<file path="src/rtl/ym_psg_pkg.sv">
// Shared types and constants for the YM2149 PSG bus master: command record,
// FSM state encoding and the register numbers with special handling.
package ym_psg_pkg;

  typedef struct packed {
    logic       rd;
    logic [3:0] addr;
    logic [7:0] data;
  } psg_cmd_t;

  typedef enum logic [1:0] {
    ST_IDLE  = 2'd0,
    ST_ISSUE = 2'd1,
    ST_GAP   = 2'd2
  } psg_state_t;

  localparam logic [3:0] REG_ENV_SHAPE = 4'd13;
  localparam logic [3:0] REG_MIXER     = 4'd7;
  localparam logic [7:0] MIXER_RESET   = 8'hFF;
  localparam int         NUM_REGS      = 16;

  // Power-on contents of a PSG register: everything clear except the mixer.
  function automatic logic [7:0] shadow_reset_val(input logic [3:0] addr);
    return (addr == REG_MIXER) ? MIXER_RESET : 8'h00;
  endfunction

endpackage

</file>
<file path="src/rtl/ym_psg_cmd_fifo.sv">
// Synchronous command FIFO for the PSG master; head entry is visible
// combinationally so the FSM can inspect it in the same cycle it pops.
module ym_psg_cmd_fifo
  import ym_psg_pkg::*;
#(
  parameter int FIFO_DEPTH = 8
) (
  input  logic                          CLK,
  input  logic                          RESET,
  input  logic                          i_push,
  input  psg_cmd_t                      i_data,
  input  logic                          i_pop,
  output psg_cmd_t                      o_head,
  output logic                          o_full,
  output logic                          o_empty,
  output logic [$clog2(FIFO_DEPTH):0]   o_level
);

  localparam int AW = $clog2(FIFO_DEPTH);
  localparam logic [AW:0] FULL_CNT = (AW+1)'(FIFO_DEPTH);

  psg_cmd_t      r_mem [FIFO_DEPTH];
  logic [AW-1:0] r_wr_ptr;
  logic [AW-1:0] r_rd_ptr;
  logic [AW:0]   r_count;
  logic          w_push;
  logic          w_pop;

  assign o_full  = (r_count == FULL_CNT);
  assign o_empty = (r_count == '0);
  assign o_level = r_count;
  assign o_head  = r_mem[r_rd_ptr];

  // A full FIFO refuses pushes even when a pop frees a slot this cycle.
  assign w_push = i_push && !o_full;
  assign w_pop  = i_pop && !o_empty;

  always_ff @(posedge CLK) begin
    if (RESET) begin
      r_wr_ptr <= '0;
      r_rd_ptr <= '0;
      r_count  <= '0;
    end else begin
      if (w_push) begin
        r_mem[r_wr_ptr] <= i_data;
        r_wr_ptr        <= r_wr_ptr + 1'b1;
      end
      if (w_pop) begin
        r_rd_ptr <= r_rd_ptr + 1'b1;
      end
      case ({w_push, w_pop})
        2'b10:   r_count <= r_count + 1'b1;
        2'b01:   r_count <= r_count - 1'b1;
        default: r_count <= r_count;
      endcase
    end
  end

endmodule

</file>
<file path="src/rtl/ym_psg_master.sv">
// YM2149 PSG register bus master: queues host commands and issues them one at
// a time with a CE-counted gap. Define YM_PSG_MASTER_DEDUP_EN to drop redundant writes.
module ym_psg_master
  import ym_psg_pkg::*;
#(
  parameter int FIFO_DEPTH = 8,
  parameter int GAP_CE     = 2
) (
  input  logic                        CLK,
  input  logic                        RESET,
  input  logic                        CE,
  input  logic                        cmd_valid,
  output logic                        cmd_ready,
  input  logic                        cmd_rd,
  input  logic [3:0]                  cmd_addr,
  input  logic [7:0]                  cmd_data,
  output logic                        rsp_valid,
  output logic [7:0]                  rsp_data,
  output logic                        PSG_CS,
  output logic                        PSG_WR,
  output logic [3:0]                  PSG_ADDR,
  output logic [7:0]                  PSG_DI,
  input  logic [7:0]                  PSG_DO,
  output logic                        busy,
  output logic [$clog2(FIFO_DEPTH):0] level
);

  localparam int GCW = (GAP_CE > 1) ? $clog2(GAP_CE) : 1;
  localparam logic [GCW-1:0] GAP_LAST = (GAP_CE > 0) ? GCW'(GAP_CE - 1) : '0;

  psg_state_t     r_state;
  logic           r_is_rd;
  logic [GCW-1:0] r_gap_cnt;
  logic           r_cs;
  logic           r_wr;
  logic [3:0]     r_addr;
  logic [7:0]     r_di;
  logic           r_rsp_valid;
  logic [7:0]     r_rsp_data;

  psg_cmd_t       w_cmd_in;
  psg_cmd_t       w_head;
  logic           w_full;
  logic           w_empty;
  logic           w_pop;
  logic           w_drop;

  assign w_cmd_in = '{rd: cmd_rd, addr: cmd_addr, data: cmd_data};

  ym_psg_cmd_fifo #(
    .FIFO_DEPTH (FIFO_DEPTH)
  ) u_fifo (
    .CLK     (CLK),
    .RESET   (RESET),
    .i_push  (cmd_valid),
    .i_data  (w_cmd_in),
    .i_pop   (w_pop),
    .o_head  (w_head),
    .o_full  (w_full),
    .o_empty (w_empty),
    .o_level (level)
  );

  assign w_pop = (r_state == ST_IDLE) && !w_empty;

`ifdef YM_PSG_MASTER_DEDUP_EN
  logic [7:0] r_shadow [NUM_REGS];

  // R13 is always re-issued because any write to it restarts the envelope.
  assign w_drop = !w_head.rd && (w_head.addr != REG_ENV_SHAPE) &&
                  (r_shadow[w_head.addr] == w_head.data);

  always_ff @(posedge CLK) begin
    if (RESET) begin
      for (int i = 0; i < NUM_REGS; i++) begin
        r_shadow[i] <= shadow_reset_val(4'(i));
      end
    end else if (w_pop && !w_drop && !w_head.rd) begin
      r_shadow[w_head.addr] <= w_head.data;
    end
  end
`else
  assign w_drop = 1'b0;
`endif

  always_ff @(posedge CLK) begin
    if (RESET) begin
      r_state     <= ST_IDLE;
      r_is_rd     <= 1'b0;
      r_gap_cnt   <= '0;
      r_cs        <= 1'b0;
      r_wr        <= 1'b0;
      r_addr      <= 4'd0;
      r_di        <= 8'd0;
      r_rsp_valid <= 1'b0;
      r_rsp_data  <= 8'd0;
    end else begin
      r_rsp_valid <= 1'b0;
      case (r_state)
        ST_IDLE: begin
          if (w_pop && !w_drop) begin
            r_state <= ST_ISSUE;
            r_cs    <= 1'b1;
            r_wr    <= !w_head.rd;
            r_addr  <= w_head.addr;
            r_di    <= w_head.rd ? 8'h00 : w_head.data;
            r_is_rd <= w_head.rd;
          end else begin
            r_state <= ST_IDLE;
          end
        end
        ST_ISSUE: begin
          // PSG_DO is combinational from the PSG, so it is valid for this address now.
          r_cs      <= 1'b0;
          r_wr      <= 1'b0;
          r_gap_cnt <= '0;
          if (r_is_rd) begin
            r_rsp_data  <= PSG_DO;
            r_rsp_valid <= 1'b1;
          end
          r_state <= (GAP_CE > 0) ? ST_GAP : ST_IDLE;
        end
        ST_GAP: begin
          if (CE) begin
            if (r_gap_cnt == GAP_LAST) begin
              r_state <= ST_IDLE;
            end else begin
              r_gap_cnt <= r_gap_cnt + 1'b1;
            end
          end
        end
        default: r_state <= ST_IDLE;
      endcase
    end
  end

  assign cmd_ready = !w_full;
  assign busy      = !w_empty || (r_state != ST_IDLE);
  assign PSG_CS    = r_cs;
  assign PSG_WR    = r_wr;
  assign PSG_ADDR  = r_addr;
  assign PSG_DI    = r_di;
  assign rsp_valid = r_rsp_valid;
  assign rsp_data  = r_rsp_data;

endmodule

</file>
<file path="config.mk">
export PLATFORM = sky130hd
export DESIGN_NAME = ym_psg_master
export DESIGN_NICKNAME = d
export VERILOG_FILES = /design/src/rtl/ym_psg_pkg.sv /design/src/rtl/ym_psg_cmd_fifo.sv /design/src/rtl/ym_psg_master.sv
export SDC_FILE = /design/constraint.sdc
export NUM_CORES = 1
export LEC_CHECK = 0
export BUFFER_PORTS_ARGS = -buffer_cell sky130_fd_sc_hd__buf_2
export CORE_MARGIN = 2
export CORE_UTILIZATION = 45
export CTS_CLUSTER_DIAMETER = 50
export DETAILED_ROUTE_END_ITERATION = 8
export HOLD_SLACK_MARGIN = 0.06
export MAX_ROUTING_LAYER = met4
export SYNTH_ARGS = -nofsm -noshare
export SYNTH_HDL_FRONTEND = slang
export SYNTH_SLANG_ARGS = --single-unit
</file>
<file path="constraint.sdc">
create_clock -name CLK -period 4.3 [get_ports CLK]
set_input_delay 0.43 -clock CLK [delete_from_list [all_inputs] [get_ports CLK]]
set_output_delay 0.43 -clock CLK [all_outputs]
set_load 0.05 [all_outputs]
</file>
After elaboration in Yosys (flattened, before gate mapping):

Memories as Yosys holds them, arrays and structs flattened. A register that Yosys moved wholly into a read port is not among the register bits.
Cells that the tools add are included.

* bits in latches: 0
* RAM bits: 104
* ROM bits: 0
* memories: 1
* logic and storage cells: 65
* register bits: 37

* equality and inequality tests: 8
* reduce and logical (&&, ||, !) cells: 19
* shift operators: 0
* add/subtract/negate cells: 5
* bitwise gates (word level): 1
* $lt $le $gt $ge: 0
* divide/modulo/power cells: 0
* multipliers: 0
* mux-type cells: 19

Memories
* u_fifo.r_mem: words 8, width 13, rd ports 1, clocked after memory_dff 1, write ports 1, RTL line ym_psg_cmd_fifo.sv:22 `psg_cmd_t r_mem [FIFO_DEPTH];`

Operators with widths (count)
* $reduce_and 2->1: 5
* $mux 1: 9
* $mux 8: 1
* $pmux 4 s2: 1
* $reduce_bool 2->1: 4
* $add 3x1->3 const B: 2
* $mux 3: 2
* $pmux 1 s2: 3
* $pmux 2 s3: 1
* $add 4x1->4 const B: 1
* $eq 2x1->1 const B: 2
* $eq 2x2->1 const B: 2
* $eq 4x4->1 const B: 1
* $logic_not 4->1: 1
* $mux 2: 2
* $ne 2x2->1 const B: 2
* $sub 4x1->4 const B: 1
* $logic_and 1x1->1: 3
* $logic_not 1->1: 3
* $logic_not 2->1: 1
* $ne 2x1->1 const B: 1
* $reduce_or 2->1: 1
* $add 1x1->1 const B: 1
* $logic_or 1x1->1: 1
* $not 1->1: 1

Logic depth before layout (Yosys ltp):

* depth in word-level cells: 6
* mapped depth: 12

Cells and area by module:

From an unflattened synthesis, not the netlist that was laid out.

* cell total of the unflattened synthesis: 346
* area, all modules: 5654.2 um^2

By module, submodules not included
* ym_psg_cmd_fifo: seq. area each 3383.2 um^2, area an instance 4643.2 um^2, times used 1, cells each 225
* ym_psg_master: seq. area each 540.5 um^2, area an instance 1011.0 um^2, times used 1, cells each 121

Worst setup path before layout:

No wires, ideal clock.

* path type: flip-flop to flip-flop
* from: register u_fifo.r_count[0], in the netlist u_fifo.o_level[0]
* to: memory u_fifo.r_mem[0][0] (netlist name) (enable)
* path buffers: 1
* required time: 3883 ps
* stages on the path, launching flop included: 6
* arrival time: 2776 ps
* setup slack: 1107 ps
* path through: dfxtp_1 -> or4b_4 -> buf_6 -> nand2_4 -> or2_4 -> nor4_1

* word-level cells in the longest chain between the ends: 6

Ends and longest elaborated chain
* from (decl): RTL line ym_psg_cmd_fifo.sv:25 `logic [AW:0] r_count;`
* from (signal assigned): RTL line ym_psg_cmd_fifo.sv:52 `2'b10: r_count <= r_count + 1'b1;`
* from (signal assigned): RTL line ym_psg_cmd_fifo.sv:53 `2'b01: r_count <= r_count - 1'b1;`
* from (signal assigned): RTL line ym_psg_cmd_fifo.sv:54 `default: r_count <= r_count;`
* $eq 4x4->1: RTL line ym_psg_cmd_fifo.sv:29 `assign o_full = (r_count == FULL_CNT);`
* $logic_not 1->1
* net cmd_ready: RTL line ym_psg_master.sv:13 `output logic cmd_ready,`
* $logic_and 1x1->1: RTL line ym_psg_cmd_fifo.sv:35 `assign w_push = i_push && !o_full;`
* $mux 1: RTL line ym_psg_cmd_fifo.sv:44 `if (w_push) begin`
* $mux 1: RTL line ym_psg_cmd_fifo.sv:39 `if (RESET) begin`
* $mux 1 (implied by the code): RTL line ym_psg_cmd_fifo.sv:45 `r_mem[r_wr_ptr] <= i_data;`
* to (decl): RTL line ym_psg_cmd_fifo.sv:22

The timed path passes the listed nets, and every way through them passes these cells.

Final worst setup path:

* from: register u_fifo.r_count[0], in the netlist u_fifo.o_level[0]
* to: register u_fifo.r_count[2], in the netlist u_fifo.o_level[2]

* word-level cells in the longest chain between the ends: 6

Ends and longest elaborated chain
* $logic_not 4->1: RTL line ym_psg_cmd_fifo.sv:30 `assign o_empty = (r_count == '0);`
* $logic_not 1->1: RTL line ym_psg_cmd_fifo.sv:36, ym_psg_master.sv:64
* $logic_and 1x1->1: RTL line ym_psg_master.sv:64 `assign w_pop = (r_state == ST_IDLE) && !w_empty;`
* $logic_and 1x1->1: RTL line ym_psg_cmd_fifo.sv:36 `assign w_pop = i_pop && !o_empty;`
* $eq 2x1->1 / $eq 2x2->1 (equally long branches): RTL line ym_psg_cmd_fifo.sv:51 `case ({w_push, w_pop})`
* $pmux 4 s2 / $reduce_bool 2->1 (equally long branches)

Several ways; a longest one is shown, not always the timed one.
A chain may end at the register's enable or synchronous reset.

==> results.md <==
- Sequential area share after synthesis: 0.698
- Clock power share: 0.338
- CP Max Fanout: 17
- Cells after Synth: ~320
- Die Ht: 116 µm
- Area contributors post-synth: edfxtp_1 56%, dfxtp_1 14%, mux4_2 9.2%
- Design Power: between 0.004 and 0.005 W
- Pre-Repair DR Iteration Count: 4
- Unrepaired setup endpoints after global routing: no
- Fmax: 391 MHz
- CP Class: reg2reg
- Fin. max-slew vios: 0
- TritonCTS clock tree: yes
- Crit. End Element: flop
- Port bufs: 53
- # Post-CTS Setup Buffers: 0
- Syn Area/Cell: 17.7 µm²
- Post-DP HPWL: roughly 6.3 mm
- Commonest non-fill, non-tap cell in the layout: edfxtp_1
- Relative slew margins: 0.384
- Peak VDD IR: around 0.0004 V
- Synth Net Count: 348
- Worst-skew pair later-pin latency: 0.42 ns
- CTS Sinks: 144
- Power Dens Cells: 647 nW/µm²
- Ys Warns: 0
- Final-stage net count: 415
- Clock H-tree levels: 4
- Clock skew: approximately 0.011 ns
- NetSw: around 0.0014 W
- Synthesized area: 5620 µm²
- Grt ovf: 0
- Die Wd: roughly 120 µm
- Synthesized flop and latch total: between 100 and 150
- Internal: 0.00296 W
- Initial Util: 0.464
- Synth area leader: edfxtp_1
- Max-cap violations: 0
- Worst-path clk slew: 0.06 ns
- LEAKAGE: between 2 and 2.5 nW
- Row cnt: 40
- Status: finished clean
- Req. time, crit path: 4.64 ns
- Final WS setup: 1.74 ns
- Fill cells: 996
- DRC: 0
- TritonCTS Buffers: 17
- # setup viols final: 0
- # resized after CTS: 0
- Distinct cells, synth: 46
- Pre-CTS WS: 1.77 ns
- CTS Hold Bufs: 0
- Maximum number of pins on one net before global-route repair: 40
- Worst-case clock buffer depth: 2
- Vias in the first global route: 2,875
- Via density per instance: between 5 and 6
- Final worst path period need: 2.56 ns
- Combinational power share: 0.266
- Wire per inst: 18.3 µm
- Top FF cell, synth: edfxtp_1
- Most frequent cells in the layout: 104 x edfxtp_1, 53 x buf_2, 40 x dfxtp_1, 27 x nor2_1
- CP Launch Type: flop
- DR iter-0 viols: 173
- Register share of total power: 0.396
- Final Hold Viols: 0
- Core Region: between 10,000 and 15,000 µm²
- Number of synthesized flops with an enable pin: 104
- Final wirelength: 10.4 mm
- Period utilization: 0.595
- First-pass GRT wire length: ~16 mm
- Die footprint: ~13,000 µm²
- Fin Setup TNS: 0 ns
- Total track usage: 0.175
- P&R area growth vs syn: 19.4%
- Clk root buf: clkbuf_16
- Arrival time worst endpoint: around 2.9 ns
- Worst min path class: in2reg
- Ports: 54
- Post-synth ARST share: 0
- Layout cells sized above 1: 0.362
- Antenna Nets Post-Route: 0
- Total number of vias: 2,946
- Switching Share: 0.318
- Post-synth top area share: 0.556
- Final GP Congestion: between 0.7 and 0.8
- Initial antenna violation count: 1
- Worst Max-Slew Pin Slew: a little over 0.9 ns
power groups by stage:
| stage | combinational, W | clock, W | sequential (W) |
|---|---|---|---|
| 2_1_floorplan | 0.000752 | 0 | 0.00195 |
| 3_3_place_gp | 0.00116 | 0 | 0.00174 |
| 3_5_place_dp | 0.00117 | 0 | 0.00175 |
| 4_1_cts | 0.00117 | 0.00150 | 0.00172 |
| 5_1_grt | 0.00125 | 0.00155 | 0.00174 |
| 6_report | 0.00116 | 0.00147 | 0.00172 |
registers in the layout, summed over array words and instances (netlist names), named ones only:
register and cells:
r_state 2, rsp_data 8, PSG_ADDR 4, PSG_WR 1, rsp_valid 1, u_fifo.r_wr_ptr 3
u_fifo.o_level 4, PSG_CS 1, PSG_DI 8, u_fifo.r_rd_ptr 3, r_is_rd 1, r_gap_cnt 1
u_fifo.r_mem 104
synth_stat cells (all sizes together) (2+ instances only):
| library cell | count |
|---|---|
| clkbuf | 3 |
| mux2i | 23 |
| o21ai | 3 |
| ha | 5 |
| xor2 | 5 |
| a211oi | 4 |
| mux4 | 24 |
| dfxtp | 40 |
| nor4 | 3 |
| edfxtp | 104 |
| nand2 | 10 |
| o2bb2ai | 8 |
| nand3b | 3 |
| a22oi | 2 |
| nor2 | 28 |
| nand3 | 7 |
| nor2b | 3 |
| buf | 14 |
| nor4b | 5 |
| nand2b | 3 |
| a21oi | 9 |
| mux2 | 2 |
layout make-up:
cell class,instances,area [µm²],share of cell area
sequential,144,3920,0.585
multi-input combinational,156,1590,0.238
tap,168,210,0.0313
clock buffer,26,584,0.0871
clock inverter,6,36.3,0.00541
inverter,1,3.75,0.000559
antenna,1,2.50,0.000373
timing repair buffer,65,355,0.0530
final timing paths:
check	startpoint	to	slack (ns)	cells after the start
max reg2reg	u_fifo.o_level[0]	u_fifo.o_level[2]	1.74	10
max	u_fifo.o_level[0]	u_fifo.o_level[2]	1.74	10
min reg2reg	PSG_DI[7]	PSG_DI[7]	0.46	1
min	PSG_DO[6]	rsp_data[6]	0.25	3
critical path: stages, from the launching register on:
cell and delay, ns:
dfxtp_1 0.37, nor4_2 0.34, nand2b_2 0.24, inv_2 0.18
ha_1 0.31, xor2_1 0.16, ha_1 0.19, a21oi_1 0.15
xor2_1 0.09, or3_1 0.31, a21oi_1 0.13
cells by family (layout without fill, tap and decap cells):
group | after synthesis | in the layout | share of synthesized area
flip-flops | 144 | 144 | 0.698
XOR/XNOR | 6 | 6 | 0.00935
multiplexers | 49 | 49 | 0.143
buffers and inverters | 18 | 98 | 0.0229
AND/OR/NAND/NOR | 67 | 67 | 0.0714
AO/OA/AOI/OAI | 29 | 29 | 0.0441
adder cells (fa/ha/maj) | 5 | 5 | 0.0111
other | 0 | 1 | 0
layer usage:
| metal | part of all wire | wire length (µm) | GRT usage | vias to the layer above |
|---|---|---|---|---|
| li1 | - | - | - | 1380 |
| met1 | 0.46 | 4790 | 0.229 | 1470 |
| met2 | 0.46 | 4760 | 0.252 | 85 |
| met3 | 0.068 | 706 | 0.0586 | 11 |
| met4 | 0.014 | 146 | 0.0754 | 0 |
| met5 | 0 | 0 | - | - |
through the flow:
stage	utilization	hold WS (ns)	instances	instance area (µm²)
6_report	0.554	0.247	567	6710
5_1_grt	0.554	0.250	567	6710
4_1_cts	0.554	0.233	566	6710
3_5_place_dp	0.503	0.442	534	6090
3_3_place_gp	0.503	0.444	534	6090
2_1_floorplan	-	0.454	318	5620
Power figures use the tool's default switching activity.
